===== config.mk =====
export PLATFORM = sky130hd
export DESIGN_NAME = constant_release_unit
export DESIGN_NICKNAME = d
export VERILOG_FILES = /design/src/rtl/dice_const_pkg.sv /design/src/rtl/const_rel_entry.sv /design/src/rtl/constant_release_unit.sv
export SDC_FILE = /design/constraint.sdc
export NUM_CORES = 1
export LEC_CHECK = 0
export ABC_AREA = 0
export ABC_CLOCK_PERIOD_IN_PS = 5700
export BUFFER_PORTS_ARGS = -buffer_cell sky130_fd_sc_hd__buf_2
export CAP_MARGIN = 20
export CORE_MARGIN = 2
export CORE_UTILIZATION = 60
export CTS_BUF_LIST = sky130_fd_sc_hd__clkbuf_8
export DETAILED_ROUTE_END_ITERATION = 6
export PLACE_DENSITY = 0.84
export SLEW_MARGIN = 20
export SYNTH_ARGS = -nofsm -noshare
export SYNTH_HDL_FRONTEND = slang
export SYNTH_HIERARCHICAL = 1
export SYNTH_SLANG_ARGS = --single-unit

===== constraint.sdc =====
create_clock -name clk -period 5.7 [get_ports clk]
set_clock_uncertainty 0.1 [all_clocks]
set_input_delay 0.855 -clock clk [delete_from_list [all_inputs] [get_ports clk]]
set_output_delay 0.855 -clock clk [all_outputs]
set_load 0.01 [all_outputs]

===== src/rtl/dice_const_pkg.sv =====
// Purpose: shared types for the constant-register release path (maps, tags, entry state).
// Latency: n/a (types and default sizes only).
// Backpressure: n/a.
package dice_const_pkg;

    localparam int NUM_CONSTANT_REGS_DFLT = 32;
    localparam int NUM_TAGS_DFLT          = 8;
    localparam int CNT_W_DFLT             = 5;
    localparam int TAG_W_DFLT             = $clog2(NUM_TAGS_DFLT);

    typedef logic [NUM_CONSTANT_REGS_DFLT-1:0] const_map_t;
    typedef logic [TAG_W_DFLT-1:0]             const_tag_t;

    typedef enum logic {
        FREE    = 1'b0,
        PENDING = 1'b1
    } entry_state_e;

    // Snapshot of one tracking entry at the default sizes.
    typedef struct packed {
        entry_state_e            state;
        const_map_t              map;
        logic [CNT_W_DFLT-1:0]   remaining;
    } const_rel_entry_t;

endpackage


===== src/rtl/const_rel_entry.sv =====
// Purpose: one write-group tracking entry (state, constant map, remaining-write counter).
// Latency: completion is flagged combinationally in the cycle of the final write; state updates at the edge.
// Backpressure: none; load only targets a FREE entry, dec only counts when the entry can accept it.
//
// Ports: clk, rst (async active-high); load/load_map/load_num open a group;
// dec is one accepted completion; pending/accept report current state;
// completing/comp_map flag the group finishing this cycle; hold_map is the
// map this entry still claims after the coming edge.
module const_rel_entry
    import dice_const_pkg::*;
#(
    parameter int MAP_W = 32,
    parameter int CNT_W = 5
) (
    input  logic             clk,
    input  logic             rst,
    input  logic             load,
    input  logic [MAP_W-1:0] load_map,
    input  logic [CNT_W-1:0] load_num,
    input  logic             dec,
    output logic             pending,
    output logic             accept,
    output logic             completing,
    output logic [MAP_W-1:0] comp_map,
    output logic [MAP_W-1:0] hold_map
);

    entry_state_e     state_q, state_d;
    logic [MAP_W-1:0] map_q, map_d;
    logic [CNT_W-1:0] rem_q, rem_d;

    assign pending = (state_q == PENDING);
    // A PENDING entry always has remaining >= 1; the zero test keeps the
    // counter from ever wrapping even if that invariant were broken.
    assign accept  = pending && (rem_q != '0);

    always_comb begin
        state_d    = state_q;
        map_d      = map_q;
        rem_d      = rem_q;
        completing = 1'b0;
        comp_map   = '0;
        if (load) begin
            if (load_num == '0) begin
                // Zero-write group finishes in its own allocation cycle and
                // never becomes visibly PENDING.
                completing = 1'b1;
                comp_map   = load_map;
                map_d      = '0;
                rem_d      = '0;
            end else begin
                state_d = PENDING;
                map_d   = load_map;
                rem_d   = load_num;
            end
        end else if (dec && accept) begin
            rem_d = rem_q - CNT_W'(1);
            if (rem_q == CNT_W'(1)) begin
                completing = 1'b1;
                comp_map   = map_q;
                state_d    = FREE;
                map_d      = '0;
            end
        end
    end

    assign hold_map = (state_d == PENDING) ? map_d : '0;

    always_ff @(posedge clk or posedge rst) begin
        if (rst) begin
            state_q <= FREE;
            map_q   <= '0;
            rem_q   <= '0;
        end else begin
            state_q <= state_d;
            map_q   <= map_d;
            rem_q   <= rem_d;
        end
    end

endmodule


===== src/rtl/constant_release_unit.sv =====
// Purpose: track in-flight constant write groups and pulse the scoreboard release when a group completes.
// Latency: release pulse one cycle after the completing write (or after a zero-write allocation).
// Backpressure: alloc_ready drops when all entries are PENDING; release pulse is fire-and-forget.
//
// Ports: clk, rst (async active-high); alloc_valid/alloc_ready/alloc_const_map/
// alloc_num_writes/alloc_tag open a group; done_valid/done_tag report one lane
// write; wb_valid/wb_const_bitmap release scoreboard bits; inflight_cnt counts
// PENDING entries; err_stray_done flags ignored completions.
// Optional: CONST_REL_ERR_CHK_EN enables the sticky stray-done flag and the
// alloc payload stability assertion; without it err_stray_done is tied low.
module constant_release_unit
    import dice_const_pkg::*;
#(
    parameter int NUM_CONSTANT_REGS = NUM_CONSTANT_REGS_DFLT,
    parameter int NUM_TAGS          = NUM_TAGS_DFLT,
    parameter int CNT_W             = CNT_W_DFLT,
    parameter int TAG_W             = $clog2(NUM_TAGS),
    parameter int INF_W             = $clog2(NUM_TAGS) + 1
) (
    input  logic                         clk,
    input  logic                         rst,
    input  logic                         alloc_valid,
    output logic                         alloc_ready,
    input  logic [NUM_CONSTANT_REGS-1:0] alloc_const_map,
    input  logic [CNT_W-1:0]             alloc_num_writes,
    output logic [TAG_W-1:0]             alloc_tag,
    input  logic                         done_valid,
    input  logic [TAG_W-1:0]             done_tag,
    output logic                         wb_valid,
    output logic [NUM_CONSTANT_REGS-1:0] wb_const_bitmap,
    output logic [INF_W-1:0]             inflight_cnt,
    output logic                         err_stray_done
);

    logic [NUM_TAGS-1:0]          pending_vec;
    logic [NUM_TAGS-1:0]          accept_vec;
    logic [NUM_TAGS-1:0]          completing_vec;
    logic [NUM_TAGS-1:0]          load_vec;
    logic [NUM_TAGS-1:0]          dec_vec;
    logic [NUM_CONSTANT_REGS-1:0] comp_map_arr [NUM_TAGS];
    logic [NUM_CONSTANT_REGS-1:0] hold_map_arr [NUM_TAGS];

    logic                         alloc_hs;
    logic                         free_found;
    logic [NUM_CONSTANT_REGS-1:0] comp_any;
    logic [NUM_CONSTANT_REGS-1:0] hold_any;
    logic [NUM_CONSTANT_REGS-1:0] rel_map;
    logic [INF_W-1:0]             n_comp;
    logic [INF_W-1:0]             inflight_q;

    // Allocation picks the lowest FREE entry as of cycle start, so an entry
    // completing this cycle cannot be handed out again until the next cycle.
    assign alloc_ready = ~(&pending_vec);
    assign alloc_hs    = alloc_valid && alloc_ready;

    always_comb begin
        alloc_tag  = '0;
        free_found = 1'b0;
        for (int i = 0; i < NUM_TAGS; i++) begin
            if (!pending_vec[i] && !free_found) begin
                alloc_tag  = TAG_W'(i);
                free_found = 1'b1;
            end
        end
    end

    for (genvar g = 0; g < NUM_TAGS; g++) begin : g_entry
        assign load_vec[g] = alloc_hs && (alloc_tag == TAG_W'(g));
        // Only completions the entry can actually absorb count; anything else
        // (FREE tag, exhausted counter, out-of-range tag) matches no entry.
        assign dec_vec[g]  = done_valid && (done_tag == TAG_W'(g)) && accept_vec[g];

        const_rel_entry #(
            .MAP_W (NUM_CONSTANT_REGS),
            .CNT_W (CNT_W)
        ) u_entry (
            .clk        (clk),
            .rst        (rst),
            .load       (load_vec[g]),
            .load_map   (alloc_const_map),
            .load_num   (alloc_num_writes),
            .dec        (dec_vec[g]),
            .pending    (pending_vec[g]),
            .accept     (accept_vec[g]),
            .completing (completing_vec[g]),
            .comp_map   (comp_map_arr[g]),
            .hold_map   (hold_map_arr[g])
        );
    end

    // Bits still claimed by any group PENDING after this edge (including a
    // group allocated this very cycle) are withheld from the release.
    always_comb begin
        comp_any = '0;
        hold_any = '0;
        n_comp   = '0;
        for (int i = 0; i < NUM_TAGS; i++) begin
            comp_any = comp_any | comp_map_arr[i];
            hold_any = hold_any | hold_map_arr[i];
            n_comp   = n_comp + INF_W'(completing_vec[i]);
        end
    end

    assign rel_map = comp_any & ~hold_any;

    // Zero-write groups count +1 and -1 in the same cycle, leaving the
    // count equal to the number of visibly PENDING entries.
    always_ff @(posedge clk or posedge rst) begin
        if (rst) begin
            wb_valid        <= 1'b0;
            wb_const_bitmap <= '0;
            inflight_q      <= '0;
        end else begin
            wb_valid        <= |rel_map;
            wb_const_bitmap <= rel_map;
            inflight_q      <= inflight_q + INF_W'(alloc_hs) - n_comp;
        end
    end

    assign inflight_cnt = inflight_q;

`ifdef CONST_REL_ERR_CHK_EN
    logic stray_done;
    logic err_q;

    assign stray_done = done_valid && !(|dec_vec);

    always_ff @(posedge clk or posedge rst) begin
        if (rst) begin
            err_q <= 1'b0;
        end else if (stray_done) begin
            err_q <= 1'b1;
        end
    end

    assign err_stray_done = err_q;

    // A stalled allocation request must keep its payload until accepted.
    a_alloc_stable : assert property (
        @(posedge clk) disable iff (rst)
        (alloc_valid && !alloc_ready) |=>
            (!alloc_valid || ($stable(alloc_const_map) && $stable(alloc_num_writes)))
    );
`else
    assign err_stray_done = 1'b0;
`endif

endmodule


==> results of run 1 <==
[sequential cells by signal (all words and copies together) (netlist names)]
name,cells
g_entry.u_entry/map_q,256
g_entry.u_entry/pending,8
g_entry.u_entry/rem_q,40
inflight_cnt,4
wb_const_bitmap,32
wb_valid,1
[through the flow]
| step | instances | total power [mW] | hold WS, ns | util |
|---|---|---|---|---|
| finish | 2505 | 11.7 | 0.257 | 0.666 |
| global route | 2503 | 12.2 | 0.258 | 0.665 |
| CTS | 2501 | 11.5 | 0.217 | 0.665 |
| detailed placement | 2391 | 9.06 | 0.405 | 0.629 |
| global placement | 2390 | 8.86 | 0.406 | 0.628 |
| floorplan | 1961 | 7.55 | 0.389 | - |
[cells by family (layout without fill, tap and decap cells)]
family | count (synthesis) | in the layout
other cells | 1 | 5
buf+inv | 251 | 336
xor+xnor | 3 | 3
flops | 341 | 341
fa+ha+maj | 37 | 37
compound gates | 893 | 893
simple gates | 435 | 435
[final cells by class]
cell class / instances / area, µm²
Sequential cell: 341 / 8530
Inverter: 74 / 284
Clock inverter: 38 / 267
Timing Repair Buffer: 152 / 1030
Tap cell: 455 / 569
Multi-Input combinational cell: 1369 / 11300
Clock buffer: 72 / 991
Antenna cell: 4 / 10.0
Fill cell: 2682 / 11500
[placed cells by master (no fill, tap or decap), types with 6 or more instances in the layout]
cell type | synthesis | final
a21oi_4 | 0 | 8
nand3_1 | 27 | 27
and4_1 | 10 | 10
o311ai_1 | 8 | 8
clkbuf_8 | 0 | 72
a22o_1 | 752 | 752
or2_0 | 8 | 8
buf_4 | 40 | 60
or2_2 | 8 | 8
nand4_1 | 18 | 18
a21oi_1 | 20 | 12
nor4_1 | 88 | 88
and3_1 | 15 | 15
nor4b_2 | 8 | 8
a32o_1 | 9 | 9
clkinv_1 | 8 | 8
nor2_1 | 46 | 46
inv_1 | 66 | 63
nor2b_1 | 21 | 21
o21ai_0 | 24 | 24
a211oi_1 | 16 | 16
nand2_1 | 50 | 50
nor4_4 | 8 | 8
ha_1 | 31 | 31
or4_1 | 76 | 76
clkinv_2 | 0 | 31
a41oi_4 | 0 | 16
fa_1 | 6 | 6
buf_2 | 81 | 84
o21bai_1 | 8 | 8
nand2b_1 | 8 | 8
o31ai_1 | 8 | 8
nor3_2 | 7 | 7
buf_12 | 0 | 8
or3_1 | 16 | 16
a31oi_1 | 25 | 25
and2_1 | 11 | 11
dfrtp_1 | 341 | 341
[worst register-to-register path, delay by kind of cell (launching register included)]
kind | cells | cell delay [ns]
AOI/OAI and AO/OA | 3 | 1.24
buffers and inverters | 3 | 0.65
DFF | 1 | 0.42
and+or+nand+nor | 8 | 2.37
adders and majority gates | 1 | 0.19
[power breakdown]
group          internal [mW]  total [mW]  switching (mW)
combinational           2.30        4.96            2.66
sequential              3.38        4.32           0.937
clock                   1.29        2.41            1.13
[worst min path at each step]
stage / from / end / slack, ns
floorplan: g_entry[0].u_entry/map_q[0] / g_entry[0].u_entry/map_q[0] / 0.39
global placement: g_entry[6].u_entry/map_q[19] / g_entry[6].u_entry/map_q[19] / 0.41
detailed placement: g_entry[1].u_entry/map_q[16] / g_entry[1].u_entry/map_q[16] / 0.41
CTS: rst / g_entry[6].u_entry/map_q[30] / 0.22
global route: rst / g_entry[6].u_entry/map_q[17] / 0.26
finish: rst / g_entry[6].u_entry/map_q[17] / 0.26
[per-layer routing]
metal  routed length, µm  vias to the layer above  GRT usage
met1               26800                     9591      0.512
met2               32100                     1676      0.594
met3               10600                      391      0.130
li1                    -                     8079          -
met4                4450                        0      0.233
met5                   0                        -    0.00137
==> results.md, run 1 <==
* Status: finished, final reports clean
* Finished layout cell area at 0.0230 mm²
* Peak VDD IR at 0.000362 V
* Yosys top cell by area: dfrtp_1
* Avg Cell Area, Syn at 10.7 µm²
* Setup Fix Bufs, Post-CTS at 0
* Synth cell types at 50
* Most frequent cell after synthesis: a22o_1
* Ys async rst share at 1.00
* Layout cells sized above 1 at 0.158
* ANT nets after route at 0
* Min cycle time layout at 5.16 ns
* Synth top area share at 0.406
* CP dominant cell by count: buf_4
* R2R cell count at 15
* Worst-path fanout max at 21
* Top achievable clock speed at 194 MHz
* Yosys Warn Count at 6
* Final setup violation count at 0
* Port buffer count at 84
* Placement Setup Slack at 0.506 ns
* Fin Setup TNS at 0 ns
* Average wire per cell in the routed design at 29.5 µm
* CTS Sinks at 341
* Final WL at 73.9 mm
* Drt first pass iters at 6
* Final worst path period share at 0.905
* Critical path's largest stage delay at 1.03 ns
* Slew Limit Fails at 0
* Top cells by count, synth: a22o_1, dfrtp_1, nor4_1
* R2r startpoint: g_entry[5].u_entry/rem_q[0]
* Syn Inst Count at 1961
* Post-synthesis mux area share at 0
* Die Span Y at 191 µm
* RSZ-0062 raised after global routing: false
* Synth area leaders: dfrtp_1, a22o_1, or4_1
* I/O pin count at 86
* Post-synth EDFFs at 0
* Initial Utilization at 0.608
* Number of global-route vias before repair at 18.9k
* CTS tree: built
* Post-Syn Area at 0.0210 mm²
* Worst slew margin at 0.161
* Worst path depth at 15
* RR Endpoint: wb_valid
* Worst min path class: in -> async
* Clock-pin slew on the worst setup and hold paths at 0.06 ns
* Adder-Cell Fraction of Synth Area at 0.0242
* Hpwl dp at 40.1 mm
* Gr ovfl total at 0
* Worst slew pin tran at 1.25 ns
* Ys flop type: dfrtp_1
* Die X at 191 µm
* Clk buf depth at 3
* First-pass GRT wire length at 111 mm
* Core area at 0.0345 mm²
* CP Cell Sequence: inv_1, ha_1, nor4b_2, nor2_1, and3_1, and2_1, a41oi_4, buf_4, a22o_1, or4_1, a211oi_1, nor4_1, nor4b_1, buf_4, nand4_1
* DRC at 0
* Xor/xnor cell area share of the yosys netlist at 0.00125
* Crit path capture type: flop
* Critical Path RT at 6.08 ns
* Pleak at 10.7 nW
* Sequential-to-total area share from yosys stat at 0.406
* DR vias at 19.7k
* GP Congestion at 0.916
* CTS resizes at 0
* Die footprint at 0.0365 mm²
* Number of DRC markers in iteration 0 at 3192
* CTS Hold Bufs at 0
* Final hold vios at 0
* CP max-delay cell: a41oi_4
* Largest net degree at the start of global routing at 66
* Crit. Startpoint: g_entry[5].u_entry/rem_q[0]
* Post-Syn Nets at 2042
* Crit Path Class: reg -> reg
* Root buf cell: clkbuf_8
* Final #Nets at 2077
* Delay-heaviest family, CP: simple AND/OR/NAND/NOR gates
* Layout area overhead at 9.47%
* Htree depth at 2
* #FFs+latches synth at 341
* Power Density at 509 mW/mm²
* Row count at 68
* Buf+Inv Stages, Crit Path at 3
* Capture point of the critical path: wb_valid
* Arr. time, crit path at 5.54 ns
* Worst Setup Slack, final at 0.542 ns
* Clk_lat worst skew at 0.68 ns
* Antenna violations before repair at 3
* Vias per Instance at 7.88
* R2r setup slk at 0.54 ns
* Max-cap violation count at 0
* Simple-Gate Fraction of Synth Area at 0.135
* Dpl cell area at 0.0217 mm²
* Largest family of logic cells by synthesized area: compound AO/OA/AOI/OAI gates
* Cts bufs inserted at 58
* Post-synthesis compound-gate area fraction at 0.363
* Total Routing Usage GR at 0.400
* Worst setup SP type: flop
No activity file was read; power rests on OpenSTA's default activity.
==> inputs of run 2 (changes only) <==
==> constraint.sdc (replaced) <==
create_clock -name clk -period 5.7 [get_ports clk]
set_clock_uncertainty 0.1 [all_clocks]
set_input_delay 0.285 -clock clk [delete_from_list [all_inputs] [get_ports clk]]
set_output_delay 0.285 -clock clk [all_outputs]
set_load 0.01 [all_outputs]
==> run 2 against run 1 <==
Compared with the run above:
- combinational power about the same
- sequential share of layout area about the same
- clock-buffer cell count increased by 4
- largest cell class unchanged
- largest power group unchanged
==> results.md, run 2 (synthesis gave the netlist of run 1 again) <==
* First-pass GRT wire length at 111 mm
* Worst slew pin tran at 1.09 ns
* Crit path capture type: flop
* Clock-pin slew on the worst setup and hold paths at 0.06 ns
* Gr ovfl total at 0
* Buf+Inv Stages, Crit Path at 4
* Hold Crit Start: alloc_const_map[22]
* Hpwl dp at 42.1 mm
* Number of DRC markers in iteration 0 at 3344
* Final WL at 73.4 mm
* Total Routing Usage GR at 0.400
* CP Cell Sequence: nand2_1, a21o_1, a31oi_1, nand3b_1, a21oi_1, buf_4, nor2b_1, and4_1, or2_2, inv_1, fa_1, fa_1, inv_1, fa_1, fa_1, inv_1, ha_1, ha_1, xor2_1, xnor2_1
* Pleak at 10.7 nW
* Critical path's largest stage delay at 0.49 ns
* Layout area overhead at 9.39%
* R2r startpoint: g_entry[5].u_entry/pending
* CP dominant cell by count: fa_1
* Grt met1 use at 0.515
* Number of global-route vias before repair at 19.1k
* I/O pin count at 86
* R2r setup slk at 0.81 ns
* Clk_lat worst skew at 0.67 ns
* Die X at 191 µm
* Slew Limit Fails at 0
* Met2 Track Usage GR at 0.588
* Met3 Use GR at 0.131
* Critical Path RT at 6.15 ns
* Status: finished, final reports clean
* Largest registers: g_entry.u_entry/map_q x256, g_entry.u_entry/rem_q x40, wb_const_bitmap x32
* DRC at 0
* RSZ-0062 raised after global routing: false
* Worst slew margin at 0.272
* Root buf cell: clkbuf_8
* Largest net degree at the start of global routing at 66
* WHS Endpoint: g_entry[6].u_entry/map_q[22]
* ANT nets after route at 0
* Worst min path class: in -> reg
* Die Span Y at 191 µm
* Min cycle time layout at 4.89 ns
* Most Crowded Layer GR: met2
* Placement Setup Slack at 0.900 ns
* Die footprint at 0.0365 mm²
* CTS resizes at 0
* Cts bufs inserted at 58
* Row count at 68
* Crit. Startpoint: g_entry[5].u_entry/pending
* CTS Sinks at 341
* Final hold vios at 0
* R2R cell count at 20
* Port buffer count at 84
* Largest register FFs at 256
* Worst Setup Slack, final at 0.806 ns
* Cell Count, Final, Fillers Out at 2506
* Core area at 0.0345 mm²
* Peak VDD IR at 0.000336 V
* Average wire per cell in the routed design at 29.3 µm
* DR vias at 19.6k
* CP max-delay cell: fa_1
* Crit Path Class: reg -> reg
* CTS tree: built
* Dpl cells at 2400
* Most frequent cells in the layout: a22o_1, dfrtp_1, nor4_1
* Worst-path fanout max at 12
* RR Endpoint: inflight_cnt[3]
* Initial Utilization at 0.608
* Delay-heaviest family, CP: adder cells
* Worst setup SP type: flop
* Arr. time, crit path at 5.34 ns
* Largest register by flop count: g_entry.u_entry/map_q
* Clk buf depth at 3
* Drt first pass iters at 6
* Commonest non-fill, non-tap cell in the layout: a22o_1
* Final worst path period share at 0.859
* Layout cells sized above 1 at 0.155
* Max-cap violation count at 0
* Antenna violations before repair at 2
* Fin Setup TNS at 0 ns
* Final #Nets at 2089
* Htree depth at 2
* Top achievable clock speed at 204 MHz
* Core Util, Final at 0.665
* Pwr Total at 11.6 mW
* Final setup violation count at 0
* Power Density at 504 mW/mm²
* Fill count at 2683
* Hold Path Cell Cnt at 2
* GP Congestion at 0.936
* Vias per Instance at 7.82
[run 2: report_power, final]
part           switching [mW]  internal, mW
logic                    2.66          2.32
clock network            1.05          1.23
registers               0.930          3.39
[run 2: cell type report]
class / instances / area [µm²] / share of cell area
Clock inverter: 25 / 138 / 0.00599
Inverter: 74 / 287 / 0.0125
Sequential cell: 341 / 8530 / 0.371
Clock buffer: 76 / 1050 / 0.0455
Timing Repair Buffer: 164 / 1090 / 0.0475
Tap cell: 455 / 569 / 0.0248
Antenna cell: 2 / 5.00 / 0.000218
Multi-Input combinational cell: 1369 / 11300 / 0.492
[run 2: worst max path at each step]
stage,slack [ns],cells past startpoint,to
CTS,0.87,19,inflight_cnt[3]
detailed placement,0.90,20,inflight_cnt[3]
global placement,1.01,19,inflight_cnt[3]
finish,0.81,20,inflight_cnt[3]
global route,0.53,12,wb_valid
floorplan,0.86,19,inflight_cnt[3]
[run 2: through the flow]
| step | hold WS [ns] | cell area, µm² |
|---|---|---|
| finish | 0.0384 | 23000 |
| global route | 0.0433 | 23000 |
| CTS | 0.00614 | 23000 |
| detailed placement | 0.405 | 21700 |
| global placement | 0.406 | 21700 |
| floorplan | 0.305 | 21000 |
[run 2: routing by layer]
metal / routed length, µm / part of all wire
met1: 26700 / 0.36
met2: 32000 / 0.44
met3: 10200 / 0.14
met4: 4450 / 0.061
met5: 13 / 0.00018
[run 2: repair_timing]
item / CTS / global route
hold buffers: 3 / 0
setup endpoints to repair: 0 / 0
setup buffers: 0 / 0
hold endpoints to repair: 348 / 0
[run 2: worst register-to-register path: cells and delay by family (launching register included)]
family | cells | cell delay [ns]
buf+inv | 4 | 0.35
flops | 1 | 0.48
fa+ha+maj | 6 | 2.32
compound gates | 3 | 0.53
simple gates | 5 | 0.74
xor+xnor | 2 | 0.27
